### config.mk
export PLATFORM = sky130hd
export DESIGN_NAME = pet_uart_keyq
export DESIGN_NICKNAME = d
export VERILOG_FILES = /design/src/rtl/pet_uart_keyq.sv
export SDC_FILE = /design/constraint.sdc
export NUM_CORES = 1
export LEC_CHECK = 0
export CORE_MARGIN = 8
export CORE_UTILIZATION = 45
export CTS_BUF_LIST = sky130_fd_sc_hd__clkbuf_4 sky130_fd_sc_hd__clkbuf_8
export CTS_CLUSTER_SIZE = 12
export DETAILED_ROUTE_END_ITERATION = 16
export PLACE_DENSITY = 0.66
export SLEW_MARGIN = 20
export SYNTH_ARGS = -nofsm -noshare
export SYNTH_HDL_FRONTEND = slang
export SYNTH_SLANG_ARGS = --single-unit
### constraint.sdc
create_clock -name clk -period 2.92 [get_ports clk]
set_input_delay 0.292 -clock clk [delete_from_list [all_inputs] [get_ports clk]]
set_output_delay 0.292 -clock clk [all_outputs]
set_load 0.02 [all_outputs]
### src/rtl/pet_uart_keyq.sv
// Queues UART bytes and replays each one as a timed PET key-matrix press, optionally with SHIFT held.
// Key shows 3 edges after the strobe edge; bytes arriving while the queue is full are dropped (sticky overflow).
module pet_uart_keyq #(
    parameter int FIFO_DEPTH     = 16,
    parameter int PRESS_CYCLES   = 2000000,
    parameter int RELEASE_CYCLES = 1000000,
    parameter int SHIFT_ROW      = 8,
    parameter int SHIFT_COL      = 0
) (
    input  logic       clk,
    input  logic       reset,
    input  logic [7:0] uart_data,
    input  logic       uart_strobe,
    input  logic [3:0] keyrow,
    output logic [7:0] keyin,
    output logic       fifo_full,
    output logic       overflow,
    output logic       busy
);

    localparam int AW   = $clog2(FIFO_DEPTH);
    localparam int PW   = AW + 1;
    localparam int MAXC = (PRESS_CYCLES > RELEASE_CYCLES) ? PRESS_CYCLES : RELEASE_CYCLES;
    localparam int CW   = (MAXC > 1) ? $clog2(MAXC) : 1;

    typedef enum logic [1:0] {ST_IDLE, ST_LOOKUP, ST_PRESS, ST_RELEASE} state_t;

    function automatic logic [7:0] ent(input int row, input int col);
        return {1'b1, 4'(row), 3'(col)};
    endfunction

    // PET-2001 graphics keyboard matrix; result is {valid, row[3:0], col[2:0]}.
    function automatic logic [7:0] lookup(input logic [6:0] code);
        logic [6:0] c;
        logic [7:0] r;
        c = (code >= 7'h61 && code <= 7'h7A) ? code - 7'h20 : code;
        r = 8'h00;
        case (c)
            7'h21: r = ent(0, 0);  7'h23: r = ent(0, 1);  7'h25: r = ent(0, 2);
            7'h26: r = ent(0, 3);  7'h28: r = ent(0, 4);  7'h5F: r = ent(0, 5);
            7'h22: r = ent(1, 0);  7'h24: r = ent(1, 1);  7'h27: r = ent(1, 2);
            7'h5C: r = ent(1, 3);  7'h29: r = ent(1, 4);  7'h08: r = ent(1, 7);
            7'h51: r = ent(2, 0);  7'h45: r = ent(2, 1);  7'h54: r = ent(2, 2);
            7'h55: r = ent(2, 3);  7'h4F: r = ent(2, 4);  7'h5E: r = ent(2, 5);
            7'h37: r = ent(2, 6);  7'h39: r = ent(2, 7);
            7'h57: r = ent(3, 0);  7'h52: r = ent(3, 1);  7'h59: r = ent(3, 2);
            7'h49: r = ent(3, 3);  7'h50: r = ent(3, 4);  7'h38: r = ent(3, 6);
            7'h2F: r = ent(3, 7);
            7'h41: r = ent(4, 0);  7'h44: r = ent(4, 1);  7'h47: r = ent(4, 2);
            7'h4A: r = ent(4, 3);  7'h4C: r = ent(4, 4);  7'h34: r = ent(4, 6);
            7'h36: r = ent(4, 7);
            7'h53: r = ent(5, 0);  7'h46: r = ent(5, 1);  7'h48: r = ent(5, 2);
            7'h4B: r = ent(5, 3);  7'h3A: r = ent(5, 4);  7'h35: r = ent(5, 6);
            7'h2A: r = ent(5, 7);
            7'h5A: r = ent(6, 0);  7'h43: r = ent(6, 1);  7'h42: r = ent(6, 2);
            7'h4D: r = ent(6, 3);  7'h3B: r = ent(6, 4);  7'h0D: r = ent(6, 5);
            7'h31: r = ent(6, 6);  7'h33: r = ent(6, 7);
            7'h58: r = ent(7, 0);  7'h56: r = ent(7, 1);  7'h4E: r = ent(7, 2);
            7'h2C: r = ent(7, 3);  7'h3F: r = ent(7, 4);  7'h32: r = ent(7, 6);
            7'h2B: r = ent(7, 7);
            7'h40: r = ent(8, 1);  7'h5D: r = ent(8, 2);  7'h3E: r = ent(8, 4);
            7'h30: r = ent(8, 6);  7'h2D: r = ent(8, 7);
            7'h5B: r = ent(9, 1);  7'h20: r = ent(9, 2);  7'h3C: r = ent(9, 3);
            7'h2E: r = ent(9, 6);  7'h3D: r = ent(9, 7);
            default: r = 8'h00;
        endcase
        return r;
    endfunction

    logic          in_vld_q, in_vld_d;
    logic [7:0]    in_dat_q, in_dat_d;
    logic [7:0]    mem_q [FIFO_DEPTH];
    logic [PW-1:0] wptr_q, wptr_d, rptr_q, rptr_d;
    logic          full_q, full_d;
    logic          ovf_q, ovf_d;
    state_t        state_q, state_d;
    logic [7:0]    code_q, code_d;
    logic [3:0]    row_q, row_d;
    logic [2:0]    col_q, col_d;
    logic          shift_q, shift_d;
    logic [CW-1:0] cnt_q, cnt_d;
    logic          wr_en, rd_en, empty;
    logic [7:0]    lk;
    logic [7:0]    key_bits;

    // Full is taken from the registered flag, so a pop in the same cycle never frees room for a write.
    always_comb begin
        in_vld_d = uart_strobe;
        in_dat_d = uart_data;
        empty    = (wptr_q == rptr_q);
        wr_en    = in_vld_q && !full_q;
        rd_en    = (state_q == ST_IDLE) && !empty;
        wptr_d   = wptr_q + PW'(wr_en);
        rptr_d   = rptr_q + PW'(rd_en);
        full_d   = (wptr_d[AW-1:0] == rptr_d[AW-1:0]) && (wptr_d[AW] != rptr_d[AW]);
        ovf_d    = ovf_q || (in_vld_q && full_q);
    end

    always_comb begin
        lk      = lookup(code_q[6:0]);
        state_d = state_q;
        code_d  = code_q;
        row_d   = row_q;
        col_d   = col_q;
        shift_d = shift_q;
        cnt_d   = cnt_q;
        case (state_q)
            ST_IDLE: begin
                if (!empty) begin
                    code_d  = mem_q[rptr_q[AW-1:0]];
                    state_d = ST_LOOKUP;
                end
            end
            ST_LOOKUP: begin
                row_d   = lk[6:3];
                col_d   = lk[2:0];
                shift_d = code_q[7];
                if (lk[7]) begin
                    state_d = ST_PRESS;
                    cnt_d   = CW'(PRESS_CYCLES - 1);
                end else begin
                    state_d = ST_IDLE;
                end
            end
            ST_PRESS: begin
                if (cnt_q == '0) begin
                    state_d = ST_RELEASE;
                    cnt_d   = CW'(RELEASE_CYCLES - 1);
                end else begin
                    cnt_d = cnt_q - 1'b1;
                end
            end
            default: begin
                if (cnt_q == '0) begin
                    state_d = ST_IDLE;
                end else begin
                    cnt_d = cnt_q - 1'b1;
                end
            end
        endcase
    end

    always_ff @(posedge clk) begin
        if (reset) begin
            in_vld_q <= 1'b0;
            in_dat_q <= 8'h00;
            wptr_q   <= '0;
            rptr_q   <= '0;
            full_q   <= 1'b0;
            ovf_q    <= 1'b0;
            state_q  <= ST_IDLE;
            code_q   <= 8'h00;
            row_q    <= 4'h0;
            col_q    <= 3'h0;
            shift_q  <= 1'b0;
            cnt_q    <= '0;
        end else begin
            in_vld_q <= in_vld_d;
            in_dat_q <= in_dat_d;
            wptr_q   <= wptr_d;
            rptr_q   <= rptr_d;
            full_q   <= full_d;
            ovf_q    <= ovf_d;
            state_q  <= state_d;
            code_q   <= code_d;
            row_q    <= row_d;
            col_q    <= col_d;
            shift_q  <= shift_d;
            cnt_q    <= cnt_d;
        end
    end

    // Storage needs no reset; pointers alone define what is valid.
    always_ff @(posedge clk) begin
        if (wr_en) begin
            mem_q[wptr_q[AW-1:0]] <= in_dat_q;
        end
    end

    always_comb begin
        key_bits = 8'h00;
        if (state_q == ST_PRESS) begin
            if (keyrow == row_q) begin
                key_bits[col_q] = 1'b1;
            end
            if (shift_q && keyrow == 4'(SHIFT_ROW)) begin
                key_bits[3'(SHIFT_COL)] = 1'b1;
            end
        end
        keyin = ~key_bits;
    end

    assign fifo_full = full_q;
    assign overflow  = ovf_q;
    assign busy      = (state_q != ST_IDLE) || !empty;

endmodule

After elaboration in Yosys (flattened, before gate mapping)
Memories as Yosys holds them, arrays and structs flattened. A register that Yosys moved wholly into a read port is not among the register bits.
Index checks and enable logic that the tools add are counted.
Word-level totals
  bits in registers: 52
  bits in latches: 0
  memory bits (writable): 128
  ROM bits: 1024
  input bits: 15
  output and inout port bits: 11
  word-level logic and storage cells: 70
  memories: 2
Cells by class
  $add $sub $neg: 4
  $mul: 0
  div/mod/pow operators: 0
  order comparisons: 4
  eq/ne operators: 11
  shift operators: 0
  muxes and demuxes: 17
  bitwise operators: 3
  reduce and logical (&&, ||, !) cells: 18
Memory list
  (name not given): words 128, width 8, rd ports 1, clocked after Yosys merged registers in 0, wr ports 0, line 38  | case (c)
  mem_q: words 16, width 8, rd ports 1, clocked after Yosys merged registers in 1, wr ports 1, line 72  | logic [7:0] mem_q [FIFO_DEPTH];
Operators with widths (count)
  $mux W21: 3
  $pmux W21 S3: 1
  $logic_not A21 Y1: 1
  $sub A21 B1 Y21 const B: 1
  $mux W8: 2
  $add A5 B1 Y5: 2
  $eq A4 B4 Y1: 2
  $mux W2: 4
  $not A8 Y8: 1
  $ge A7 B7 Y1 const B: 1
  $le A7 B7 Y1 const B: 1
  $logic_and A1 B1 Y1: 7
  $mux W7: 1
  $sub A7 B6 Y7 const B: 1
  $ne A2 B2 Y1 const B: 3
  $pmux W2 S3: 1
  $reduce_and A3 Y1: 2
  $eq A5 B5 Y1: 1
  $eq A4 B4 Y1 const B: 1
  $lt A3 B4 Y1 const B: 1
  $mux W1: 4
  $demux W1 S3: 1
  $ge A3 B1 Y1 const B: 1
  $ne A3 B1 Y1 const B: 1
  10 further kinds: 13

Longest topological paths before layout
Gate-level depths: netlist of the first run.
  word-level depth: 8
  gate-level depth with buffers: 13
  depth with buffers taken out: 11

Worst setup path before layout of the first run
No wires, ideal clock.
  path type: reg2reg
  start point: register rptr_q[0]
  end point: register full_q, in the netlist fifo_full
  setup time: 0.078 ns
  data arrival time: 2.584 ns
  required time: 2.842 ns
  setup slack: 0.258 ns
  cell stages (with the launch flop): 14
  path buffers: 2
  period minus slack after synthesis: 2.662 ns
  path through: dfxtp_1 -> clkbuf_1 -> buf_2 -> xor2_1 -> nor3_1 -> nand2_1 -> nand2_1 -> inv_1 -> ha_1 -> ha_1 -> xnor2_1 -> xnor2_1 -> nand4_1 -> nor3_1
Between the ends
  word-level cells in the longest chain between the ends: 6
  elaborated cells on any way between the ends: 7
  classes of those cells: add/sub (1); eq/ne (3); reduce/logical (3)
Ends and longest elaborated chain
  from (decl): line 73  | logic [PW-1:0] wptr_q, wptr_d, rptr_q, rptr_d;
  from (signal assigned): line 161  | rptr_q <= rptr_d;
  $eq A5 B5 Y1 (*): line 90  | empty = (wptr_q == rptr_q);
  $logic_not A1 Y1 (*): line 92  | rd_en = (state_q == ST_IDLE) && !empty;
  $logic_and A1 B1 Y1 (*): line 92
  named net rd_en: line 82  | logic wr_en, rd_en, empty;
  $add A5 B1 Y5 (*): line 94  | rptr_d = rptr_q + PW'(rd_en);
  $eq A4 B4 Y1 / $ne A1 B1 Y1 (equally long branches): line 95  | full_d = (wptr_d[AW-1:0] == rptr_d[AW-1:0]) && (wptr_d[AW] != rptr_d[AW]);
  $logic_and A1 B1 Y1 (*): line 95
  to (signal assigned): line 162  | full_q <= full_d;
  to (decl): line 74  | logic full_q, full_d;
Mark *: on every way through the listed nets, which the timed path passes. The rest lies on a longest branch.
A chain may end at the register's enable or synchronous reset.

Worst setup path after layout of the first run
  start point: register state_q[0]
  end point: output port keyin[6]
Between the ends
  word-level cells in the longest chain between the ends: 3
Ends and longest elaborated chain
  from (decl): line 76  | state_t state_q, state_d;
  from (signal assigned): line 164  | state_q <= state_d;
  $eq A2 B2 Y1: line 182  | if (state_q == ST_PRESS) begin
  $mux W8: line 182
  $not A8 Y8: line 190  | keyin = ~key_bits;
  to (decl): line 15  | output logic [7:0] keyin,
No other way between the ends.

==> results of run 1 <==
metrics by stage:
| stage | instance area, µm² | power, mW | cells |
|---|---|---|---|
| floorplan | 9060 | 6.65 | 722 |
| global placement | 9710 | 7.80 | 1008 |
| detailed placement | 9710 | 7.89 | 1008 |
| CTS | 10200 | 9.75 | 1040 |
| global route | 10200 | 10.4 | 1040 |
| finish | 10200 | 9.75 | 1040 |
per-layer routing:
layer	track usage [%]	vias to the layer above
li1	-	2831
met1	21.8	3000
met2	29.2	155
met3	2.95	24
met4	5.35	0
met5	0	-
kinds of logic after synthesis:
logic type / synth area share (%)
AO/OA/AOI/OAI: 10.8
XOR/XNOR: 2.03
adder cells (fa/ha/maj): 2.49
buffers and inverters: 2.83
flip-flops: 55.7
multiplexers: 13.4
AND/OR/NAND/NOR: 12.8
worst min-delay path: cells and delay by family:
family | cells | cell delay (ps)
AO/OA/AOI/OAI | 2 | 230
buffers and inverters | 1 | 110
AND/OR/NAND/NOR | 1 | 70
cells in the mapped netlist (9+ instances only):
master and count:
ha_1 18, a21oi_1 39, nor2b_1 26, o21ai_0 26, dfxtp_1 60, mux4_2 43
nand2b_1 11, clkbuf_1 27, nor2_1 58, inv_1 14, nor3_1 19, edfxtp_1 128
buf_2 10, o31ai_1 12, nand2_1 37, mux2i_1 21, xor2_1 13, nand3_1 22
o21ai_1 9
registers in the layout (all words and copies together), names as in the netlist:
name,flops
mem_q,128
cnt_q,21
code_q,8
in_dat_q,8
rptr_q,5
wptr_q,5
row_q,4
col_q,3
state_q,2
fifo_full,1
in_vld_q,1
overflow,1
shift_q,1
worst min path at each step:
| stage | slack (ps) | startpoint | end |
|---|---|---|---|
| 5_1_grt | 280 | reset | row_q[1]$_SDFFE_PP0P_ |
| 3_5_place_dp | 450 | overflow$_SDFF_PP0_ | overflow$_SDFF_PP0_ |
| 4_1_cts | 240 | reset | row_q[1]$_SDFFE_PP0P_ |
| 3_3_place_gp | 450 | overflow$_SDFF_PP0_ | overflow$_SDFF_PP0_ |
| 6_report | 270 | reset | row_q[1]$_SDFFE_PP0P_ |
| 2_1_floorplan | 420 | uart_data[0] | in_dat_q[0]$_SDFF_PP0_ |
cell type report:
cell class / instances / area, µm² / area share (%)
clock buffer: 17 / 234 / 2.30
clock inverter: 15 / 214 / 2.11
inverter: 17 / 63.8 / 0.628
multi-input combinational: 473 / 3760 / 37.0
sequential: 188 / 5050 / 49.7
tap: 270 / 338 / 3.33
timing repair buffer: 60 / 508 / 5.00
placed cells by master, fill, tap and decap left out, drive strengths merged, types with 18 or more instances in the layout:
| master | n |
|---|---|
| a21oi | 39 |
| buf | 36 |
| clkdlybuf4s50 | 24 |
| dfxtp | 60 |
| edfxtp | 128 |
| ha | 18 |
| inv | 23 |
| mux2i | 21 |
| mux4 | 43 |
| nand2 | 38 |
| nand3 | 22 |
| nor2 | 59 |
| nor2b | 26 |
| nor3 | 19 |
| o21ai | 35 |
report_power, final:
group / leakage [nW] / total (mW) / switching [mW] / internal (mW)
clock network: 0.222 / 1.87 / 1.05 / 0.821
registers: 1.66 / 3.33 / 0.268 / 3.07
logic: 1.49 / 4.55 / 2.65 / 1.90
total: 3.38 / 9.75 / 3.97 / 5.79
==> results_dict.tcl, run 1 <==
set metrics [dict create \
    outcome "completed" \
    drt_iter0_drc 511 \
    drv_slew 0 \
    post_route_cells_drive_above_1_share_pct 16.6 \
    setup-violations-final 0 \
    fin_crit_sh_pct 90.6 \
    vias_per_cell 5.78 \
    startpoint "state_q[0]$_SDFFE_PP0P_" \
    hold-worst-slack_ps 270 \
    place_ws_ps 375 \
    cp_num_cells 6 \
    grt_pass1_wl_um 33100 \
    arrival_ps 2350 \
    row_count 52 \
    gp_congestion 0.877 \
    hold_path_depth 4 \
    io_pins 26 \
    wl_um 20200 \
    synthArstFlopShare_pct 0 \
    wl_met2_um 10200 \
    ys_seq_area_share_pct 55.7 \
    power_density_mw_per_mm2 960 \
    yosysTopAreaCell "edfxtp_1" \
    leakage_nw 3.38 \
    relSlewSlack_pct 44.8 \
    drc 0 \
    crit_required_ps 2630 \
    worstPathMaxFanout 7 \
    path_class "register to primary output" \
    hold_viol 0 \
    overflow 0 \
    met3_length_um 885 \
    insertion_delay_ps 470 \
    synthToLayoutAreaGrowth_pct 12.2 \
    synth_cell_types 72 \
    critPathMaxStageDelay_ps 550 \
    synth_nets 755 \
    clk_path_buf_depth 2 \
    synthTopCellsByArea "edfxtp_1 (42%), dfxtp_1 (13%), mux4_2 (11%)" \
    synth_cells 722 \
    yosys.area.top_type_share_pct 42.4 \
    vias 6010 \
    die_w_um 158 \
    fin_crit_ps 2650 \
    cp_cell_sequence "inv_1, ha_1, nand3_1, nor2_1, nand3_1, clkdlybuf4s50_1" \
    path_delay_family "buffers and inverters" \
    cts_hold_buf 0 \
    synth_ff_type "edfxtp_1" \
    hp-class "input pin to register" \
    cp_common_cell "nand3_1" \
    rsz0062_at_grt "no" \
    coreArea_mm2 0.0200 \
    tightest_slew_ps 825 \
    reg2reg_from "code_q[1]$_SDFFE_PP0P_" \
    setup_slack_ps 273 \
    routedWlPerCell_um 19.4 \
    clkTransAtPathRegs_ps 100 \
    dpl.hpwl_um 14200 \
    nNetsFinal 790 \
    start_kind "register" \
    post-route-util_pct 50.9 \
    drtPass1Iterations 5 \
    max_cap_viol_count 0 \
    antenna_found_initial 0 \
    critPathSlowestCell "clkdlybuf4s50_1" \
    cts_resized 0 \
    endpoint_kind "primary output" \
    peakVddDrop_v 0.000451 \
    num_antenna_cells 0 \
    grt_usage_pct 17.1 \
    ys_ff_latch 188 \
    crit_buf_inv 2 \
    die-area_mm2 0.0249 \
    postCtsSetupBuffers 0 \
    r2r_end "cnt_q[18]$_SDFFE_PP0P_" \
    rrSetupSlack_ps 360 \
    grt_max_degree 51 \
    cts.sinks 188 \
    synth_edf_count 128 \
    syn_area_mm2 0.00906 \
    grt_pass1_vias 6092 \
    ctsHtreeMaxLevel 4 \
    cts_tree "done" \
    crit_path_end "keyin[6]" \
    reg2regPathDepth 9 \
    antenna_left 0 \
    cts_root_buf "clkbuf_8" \
    yosysWarnings 0 \
    dr.max_layer_used "met4" \
    io_buffers 25 \
    dieHeight_um 158 \
    syn_avg_cell_area_um2 12.5 \
    wl_met1_um 8850 \
    fin_skew_ps 18.9 \
    max_freq_mhz 378 \
    initial_core_util_pct 45.3 \
    tns_ps 0 \
    numCtsBuffers 17 \
    fillers 1747 \
]
Note: power is estimated with default switching activity, not from simulation.
==> run 2: changes to the inputs <==
--- a/config.mk
+++ b/config.mk
@@ -6,11 +6,11 @@
 export NUM_CORES = 1
 export LEC_CHECK = 0
 export CORE_MARGIN = 8
-export CORE_UTILIZATION = 45
+export CORE_UTILIZATION = 40
 export CTS_BUF_LIST = sky130_fd_sc_hd__clkbuf_4 sky130_fd_sc_hd__clkbuf_8
 export CTS_CLUSTER_SIZE = 12
 export DETAILED_ROUTE_END_ITERATION = 16
-export PLACE_DENSITY = 0.66
+export PLACE_DENSITY = 0.61
 export SLEW_MARGIN = 20
 export SYNTH_ARGS = -nofsm -noshare
 export SYNTH_HDL_FRONTEND = slang
==> results_dict.tcl, run 2 (synthesis results as in run 1) <==
set metrics [dict create \
    cp_common_cell "nand3_1" \
    initial_core_util_pct 40.4 \
    tns_ps 0 \
    wl_met2_um 9780 \
    cp_cell_sequence "inv_1, ha_1, nand3_1, nor2_1, nand3_1, clkdlybuf4s50_1" \
    critPathSlowestCell "clkdlybuf4s50_1" \
    gp_congestion 0.889 \
    dpl.hpwl_um 14100 \
    cts_hold_buf 0 \
    fin_crit_sh_pct 90.7 \
    hold_viol 0 \
    vias 6035 \
    ctsHtreeMaxLevel 4 \
    arrival_ps 2360 \
    fillers 2046 \
    num_antenna_cells 0 \
    fin_cells 1058 \
    largest_register_ffs 128 \
    cts_resized 0 \
    crit_buf_inv 2 \
    final_area_mm2 0.0102 \
    critPathMaxStageDelay_ps 550 \
    io_buffers 25 \
    clkTransAtPathRegs_ps 110 \
    setup_slack_ps 273 \
    path_delay_family "buffers and inverters" \
    cts_root_buf "clkbuf_8" \
    fin_skew_ps 21.5 \
    wl_um 20000 \
    power_density_mw_per_mm2 960 \
    io_pins 26 \
    antenna_left 0 \
    tightest_slew_ps 827 \
    max_freq_mhz 378 \
    routedWlPerCell_um 18.9 \
    dp_cells 1026 \
    cts.sinks 188 \
    start_kind "register" \
    grt_usage_pct 14.8 \
    insertion_delay_ps 460 \
    grt_pass1_vias 6176 \
    drc 0 \
    path_class "register to primary output" \
    wl_met1_um 8930 \
    die_w_um 166 \
    place_ws_ps 286 \
    synthToLayoutAreaGrowth_pct 12.9 \
    layout_common_cells "edfxtp_1 (128), dfxtp_1 (59), nor2_1 (58)" \
    fin_crit_ps 2650 \
    drv_slew 0 \
    relSlewSlack_pct 44.7 \
    rsz0062_at_grt "no" \
    crit_required_ps 2630 \
    dieHeight_um 166 \
    row_count 55 \
    cts_tree "done" \
    max_cap_viol_count 0 \
    met3_length_um 869 \
    nNetsFinal 793 \
    coreArea_mm2 0.0224 \
    drt_iter0_drc 420 \
    numCtsBuffers 17 \
    setup-violations-final 0 \
    post_dp_cell_area_mm2 0.00977 \
    leakage_nw 3.40 \
    peakVddDrop_v 0.000464 \
    outcome "completed" \
    postCtsSetupBuffers 0 \
    hold-worst-slack_ps 108 \
    antenna_found_initial 0 \
    vias_per_cell 5.70 \
    grt_pass1_wl_um 33100 \
    post_route_cells_drive_above_1_share_pct 16.9 \
    die-area_mm2 0.0277 \
    grt_max_degree 49 \
    final_common_cell "edfxtp_1" \
    drtPass1Iterations 5 \
    clk_path_buf_depth 2 \
    endpoint_kind "primary output" \
    overflow 0 \
    dr.max_layer_used "met4" \
    worstPathMaxFanout 7 \
    hp-class "input pin to register" \
]
-- run 2: cell type report --
type,instances,area (µm²),area share [%]
Tap cell,285,357,3.49
Inverter,17,63.8,0.624
Clock inverter,15,230,2.25
Sequential cell,188,5050,49.3
Timing Repair Buffer,63,543,5.31
Multi-Input combinational cell,473,3760,36.7
Clock buffer,17,234,2.29
-- run 2: report_power, final --
group          switching [mW]  total, mW  internal, mW  leakage [nW]
Sequential              0.291       3.36          3.07          1.66
Combinational            2.65       4.56          1.91          1.51
Clock                    1.07       1.91         0.841         0.228
-- run 2: worst paths after layout --
check                          end               startpoint  cells past startpoint  slack, ps
min reg2reg    overflow$_SDFF_PP0_      overflow$_SDFF_PP0_                      2        480
min          row_q[3]$_SDFFE_PP0P_                    reset                      2        110
max reg2reg  cnt_q[0]$_SDFFE_PP0P_   code_q[1]$_SDFFE_PP0P_                      9        300
max                       keyin[6]  state_q[0]$_SDFFE_PP0P_                      6        270
-- run 2: per-layer routing --
metal  GRT usage, %  vias to the layer above
met1           18.9                     3005
met4           5.52                        0
met2           24.8                      153
met5              0                        -
li1               -                     2849
met3           2.79                       28
-- run 2: per-stage QoR --
step | utilization, % | power [mW]
after floorplan | - | 6.65
after global routing | 45.6 | 10.5
after global placement | 43.5 | 7.90
final | 45.6 | 9.83
after detailed placement | 43.5 | 7.94
after CTS | 45.6 | 9.84
==> run 3: changes to the inputs <==
--- a/config.mk
+++ b/config.mk
@@ -5,7 +5,6 @@
 export SDC_FILE = /design/constraint.sdc
 export NUM_CORES = 1
 export LEC_CHECK = 0
-export CORE_MARGIN = 8
 export CORE_UTILIZATION = 40
 export CTS_BUF_LIST = sky130_fd_sc_hd__clkbuf_4 sky130_fd_sc_hd__clkbuf_8
 export CTS_CLUSTER_SIZE = 12
==> constraint.sdc (replaced) <==
create_clock -name clk -period 3.4 [get_ports clk]
set_input_delay 0.34 -clock clk [delete_from_list [all_inputs] [get_ports clk]]
set_output_delay 0.34 -clock clk [all_outputs]
set_load 0.02 [all_outputs]
==> results_dict.tcl, run 3 (synthesis results as in run 1) <==
set metrics [dict create \
    outcome "complete, but fails checks" \
    violations "DRC" \
    final_common_cell "edfxtp_1" \
    endpoint_kind "register" \
    drc 4 \
    drtPass1Iterations 11 \
    num_antenna_cells 0 \
    hold-worst-slack_ps 418 \
    overflow 0 \
    max_freq_mhz 338 \
    relSlewSlack_pct 38.2 \
    cts_tree "done" \
    fin_cells 1034 \
    p_switching_mw 3.37 \
    coreArea_mm2 0.0220 \
    hp-start "uart_data[7]" \
    start_kind "register" \
    r2r_end "cnt_q[13]$_SDFFE_PP0P_" \
    post-route-util_pct 45.5 \
    clkTransAtPathRegs_ps 110 \
    swShare_pct 41.3 \
    routedWlPerCell_um 19.5 \
    hold_viol 0 \
    drt_iter0_drc 496 \
    row_count 54 \
    path_class "register to register" \
    leakage_nw 3.28 \
    vias 5981 \
    drv_slew 0 \
    largest_register_ffs 128 \
    arrival_ps 3350 \
    grt_pass1_vias 5902 \
    postCtsSetupBuffers 0 \
    tns_ps 0 \
    die_w_um 152 \
    worstPathMaxFanout 19 \
    synthToLayoutAreaGrowth_pct 10.6 \
    dieHeight_um 152 \
    cts_resized 0 \
    fillers 1958 \
    dpl.hpwl_um 13700 \
    clk_path_buf_depth 2 \
    fin_crit_sh_pct 87.0 \
    ctsHtreeMaxLevel 4 \
    die-area_mm2 0.0232 \
    wl_um 20200 \
    grt_usage_pct 17.8 \
    power_density_mw_per_mm2 813 \
    reg2regPathDepth 8 \
    setup-violations-final 0 \
    cts_root_buf "clkbuf_8" \
    peakVddDrop_v 0.000397 \
    crit_required_ps 3790 \
    fin_skew_ps 20.4 \
    vias_per_cell 5.78 \
    io_pins 26 \
    post_route_cells_drive_above_1_share_pct 14.9 \
    max_cap_viol_count 0 \
    numCtsBuffers 17 \
    dp_cells 1002 \
    grt_pass1_wl_um 32200 \
    initial_core_util_pct 41.1 \
    p_clk_share_pct 18.7 \
    rrSetupSlack_ps 440 \
    insertion_delay_ps 470 \
    antenna_left 0 \
    hp-class "input pin to register" \
    io_buffers 25 \
    cts_hold_buf 0 \
    rsz0062_at_grt "no" \
    grt_max_degree 52 \
    cts.sinks 188 \
    nNetsFinal 774 \
    p_int_mw 4.78 \
    pwr-share-comb_pct 45.8 \
    gp_congestion 0.860 \
    startpoint "code_q[0]$_SDFFE_PP0P_" \
    tightest_slew_ps 924 \
    fin_crit_ps 2960 \
    seq_power_share_pct 35.5 \
    hold_end "in_dat_q[7]$_SDFF_PP0_" \
    layout_common_cells "edfxtp_1 (128), dfxtp_1 (59), nor2_1 (58)" \
    hold_path_depth 2 \
    reg2reg_from "code_q[0]$_SDFFE_PP0P_" \
    antenna_found_initial 0 \
]
-- run 3: power groups by stage --
stage	clock network [mW]	logic (mW)	registers, mW
floorplan	0	2.88	2.83
global placement	0	3.61	2.92
detailed placement	0	3.67	2.94
CTS	1.56	3.70	2.89
global route	1.66	4.09	2.92
finish	1.53	3.73	2.89
-- run 3: critical path, stage by stage (launching register included) --
cell	delay [ps]
dfxtp_1	560
inv_2	140
ha_1	300
nor2b_1	170
a21o_1	240
o21a_1	130
o311a_1	600
or4_1	590
a21oi_1	150
-- run 3: area by class of cell --
class / instances / area (µm²) / share of cell area [%]
clock buffers: 18 / 241 / 2.41
clock inverters: 14 / 170 / 1.70
inverters: 17 / 63.8 / 0.637
multi-input cells: 473 / 3760 / 37.5
flip-flops and latches: 188 / 5050 / 50.4
well taps: 280 / 350 / 3.50
repair buffers: 44 / 388 / 3.87
-- run 3: through the flow --
stage | total power, mW | setup WS [ps] | area, µm²
2_1_floorplan | 5.71 | 738 | 9060
3_3_place_gp | 6.53 | 551 | 9600
3_5_place_dp | 6.61 | 463 | 9600
4_1_cts | 8.15 | 451 | 10000
5_1_grt | 8.67 | 260 | 10000
6_report | 8.15 | 442 | 10000
-- run 3: metal layers --
| metal | routed length [µm] | up-vias | GRT usage (%) |
|---|---|---|---|
| met1 | 9040 | 2961 | 23.7 |
| li1 | - | 2809 | - |
| met4 | 374 | 0 | 6.30 |
| met3 | 843 | 28 | 2.70 |
| met2 | 9950 | 183 | 29.9 |
| met5 | 0 | - | 0 |
-- run 3: how the worst max path moves through the flow --
stage               slack, ps                     end  cells after the start
global placement          550   cnt_q[8]$_SDFFE_PP0P_                      8
detailed placement        460  cnt_q[13]$_SDFFE_PP0P_                      8
floorplan                 740    fifo_full$_SDFF_PP0_                     13
global route              260   cnt_q[9]$_SDFFE_PP0P_                      9
CTS                       450  cnt_q[13]$_SDFFE_PP0P_                      8
finish                    440  cnt_q[13]$_SDFFE_PP0P_                      8
==> variant, RTL diff (config.mk and constraints of run 2) <==
`RELEASE_CYCLES`: 1000000 -> 250000.
--- a/src/rtl/pet_uart_keyq.sv
+++ b/src/rtl/pet_uart_keyq.sv
@@ -3,7 +3,7 @@
 module pet_uart_keyq #(
     parameter int FIFO_DEPTH     = 16,
     parameter int PRESS_CYCLES   = 2000000,
-    parameter int RELEASE_CYCLES = 1000000,
+    parameter int RELEASE_CYCLES = 250000,
     parameter int SHIFT_ROW      = 8,
     parameter int SHIFT_COL      = 0
 ) (
Function: same outputs for any inputs over 10 cycles, from zero or initial values and one cycle with reset high; that may be too few to reach the edited logic, so the function may still have changed.
==> variant against run 2 <==
  * Power shrank 1.2%
  * Design area fell by 1.1%
  * Sequential cell count did not move
  * Critical endpoint is now cnt_q[18]
  * Synthesized area grew 0.26%
  * Register-to-register slack lost 140 ps
  * Routed wire length is 0.99% lower
  * Sequential share of layout area increased by 0.53 points
  * Worst setup slack lost 110 ps
==> variant: results (changes against run 2) <==
run_status:
  status: "completed"
routing:
  drt_iter0_drc: 437  # +4.0%
  drt-total-wl_mm: 19.8  # -0.99%
  viasPerCell: 5.77  # +1.2%
  wl_per_cell_um: 18.7  # -1.3%
  drtPass1Iterations: 5  # unchanged
synth:
  synth_common_cells: "edfxtp_1 (128), nor2_1 (73), dfxtp_1 (60)"
  synth_nets: 770  # +2.0%
  ys_seq_area_share_pct: 55.6  # -0.15 points
  async_flop_share_pct: 0  # unchanged
  synth_warnings: 0  # unchanged
  synthAdderAreaFrac_pct: 2.48  # -0.0065 points
  synth-compound-area-share_pct: 11.1  # +0.34 points
  synth_edf_count: 128  # unchanged
  syn_area_per_cell_sq_um: 12.3  # -1.8%
  ys_types: 65  # -9.7%
  synthTopCellsByArea: "edfxtp_1 (42%), dfxtp_1 (13%), mux4_2 (10%), nor2_1 (3.0%), ha_1 (2.5%)"
  synth_xor_xnor_area_share_pct: 2.20  # +0.17 points
  synthMuxAreaShare_pct: 12.4  # -0.96 points
grt:
  grt_pass1_vias: 6065  # -1.8%
  grt_use_total_pct: 14.4  # -0.42 points
  grt_max_degree: 50  # +2.0%
  grt_pass1_wl_mm: 32.5  # -1.9%
  antenna_found_initial: 0  # unchanged
power_and_ir_drop:
  max-vdd-ir-drop_uv: 632  # +36%
  seq_cell_power_w: 0.00336  # about the same
  p_sw_w: 0.00401  # +0.15%
  p_comb_share_pct: 46.8  # +0.4 points
  comb_power_w: 0.00455  # about the same
  leakage_nw: 3.40  # -0.12%
  p_per_area_mw_per_mm2: 960  # about the same
clocking:
  cts_setup_buffers: 0  # unchanged
  h-tree-depth: 4  # unchanged
  clock_path_buffers: 2  # unchanged
  worstSkewPairLatency_ps: 480  # +20 ps
hold_path:
  worstHoldPathCells: 2  # unchanged
  hp-class: "input pin to flop"
worst_setup_path:
  r2r_cells: 8  # -1
  r2r-end: "cnt_q[18]"
  crit_fanout: 11  # +4
  r2r_slack_ps: 160  # -140 ps
  cp.arrival_ps: 3120  # +760 ps
  regToRegStartpoint: "code_q[0]"
  cpPeakStageDelay_ps: 430  # -120 ps
  cp_slowest_cell: "o211a_1"
place:
  place.gp.congestion: 0.871  # -2.0%
  dpl-instance-area_sq_mm: 0.00970  # -0.64%
  place_ws_ps: 269  # -17.4 ps
  io_buffers: 25  # unchanged
  hpwl_mm: 13.8  # -2.4%
  dp.cells: 1029  # +0.29%
finish:
  fin_nets: 796  # +0.38%
  nFillCells: 1985  # -3.0%
  drive_above_1_share_pct: 15.9  # -1.1 points
sta:
  skew_ps: 20.6  # -0.941 ps
  tightest_slew_ps: 942  # +116 ps
  whs_ps: 59.5  # -48.0 ps
  setup_viol: 0  # unchanged
## variant: worst max path at each step
| stage | start | endpoint | slack, ps | depth (start not counted) |
|---|---|---|---|---|
| 6_report | code_q[0] | cnt_q[18] | 160 | 8 |
| 2_1_floorplan | rptr_q[0] | fifo_full | 250 | 13 |
| 3_5_place_dp | cnt_q[6] | cnt_q[19] | 270 | 7 |
| 5_1_grt | code_q[0] | cnt_q[18] | 20 | 8 |
| 3_3_place_gp | cnt_q[6] | cnt_q[19] | 380 | 7 |
| 4_1_cts | state_q[0] | keyin[6] | 190 | 6 |
## variant: kinds of logic (layout without fill, tap and decap cells)
logic type,after synthesis,in the layout
adders and majority gates,18,18
muxes,61,61
xor gates and xnor gates,22,22
buffers and inverters,65,104
and+or+nand+nor,231,231
AOI/OAI and AO/OA,152,152
DFF,188,188
## variant: metal layers
metal	vias up	track usage, %	routed length [um]
met5	-	0	0
met4	0	5.29	355
li1	2871	-	-
met3	28	2.81	1020
met1	3009	18.1	8630
met2	219	24.3	9790
## variant: worst max-delay path, delay by kind of cell (launching register included)
kind,cells,cell delay (ps)
fa+ha+maj,1,330
buf+inv,2,380
simple gates,1,170
compound gates,4,1360
flops,1,410
## variant: final cells by class
| cell class | count | share of cell area (%) |
|---|---|---|
| Sequential cell | 188 | 49.9 |
| Multi-Input combinational cell | 484 | 37.2 |
| Timing Repair Buffer | 54 | 4.57 |
| Tap cell | 285 | 3.52 |
| Clock buffer | 17 | 2.31 |
| Clock inverter | 15 | 1.82 |
| Inverter | 18 | 0.668 |
## variant: repair_timing
item                       CTS  global route
resized for setup            0             1
setup endpoints to repair    0             1
hold buffers                 0             0
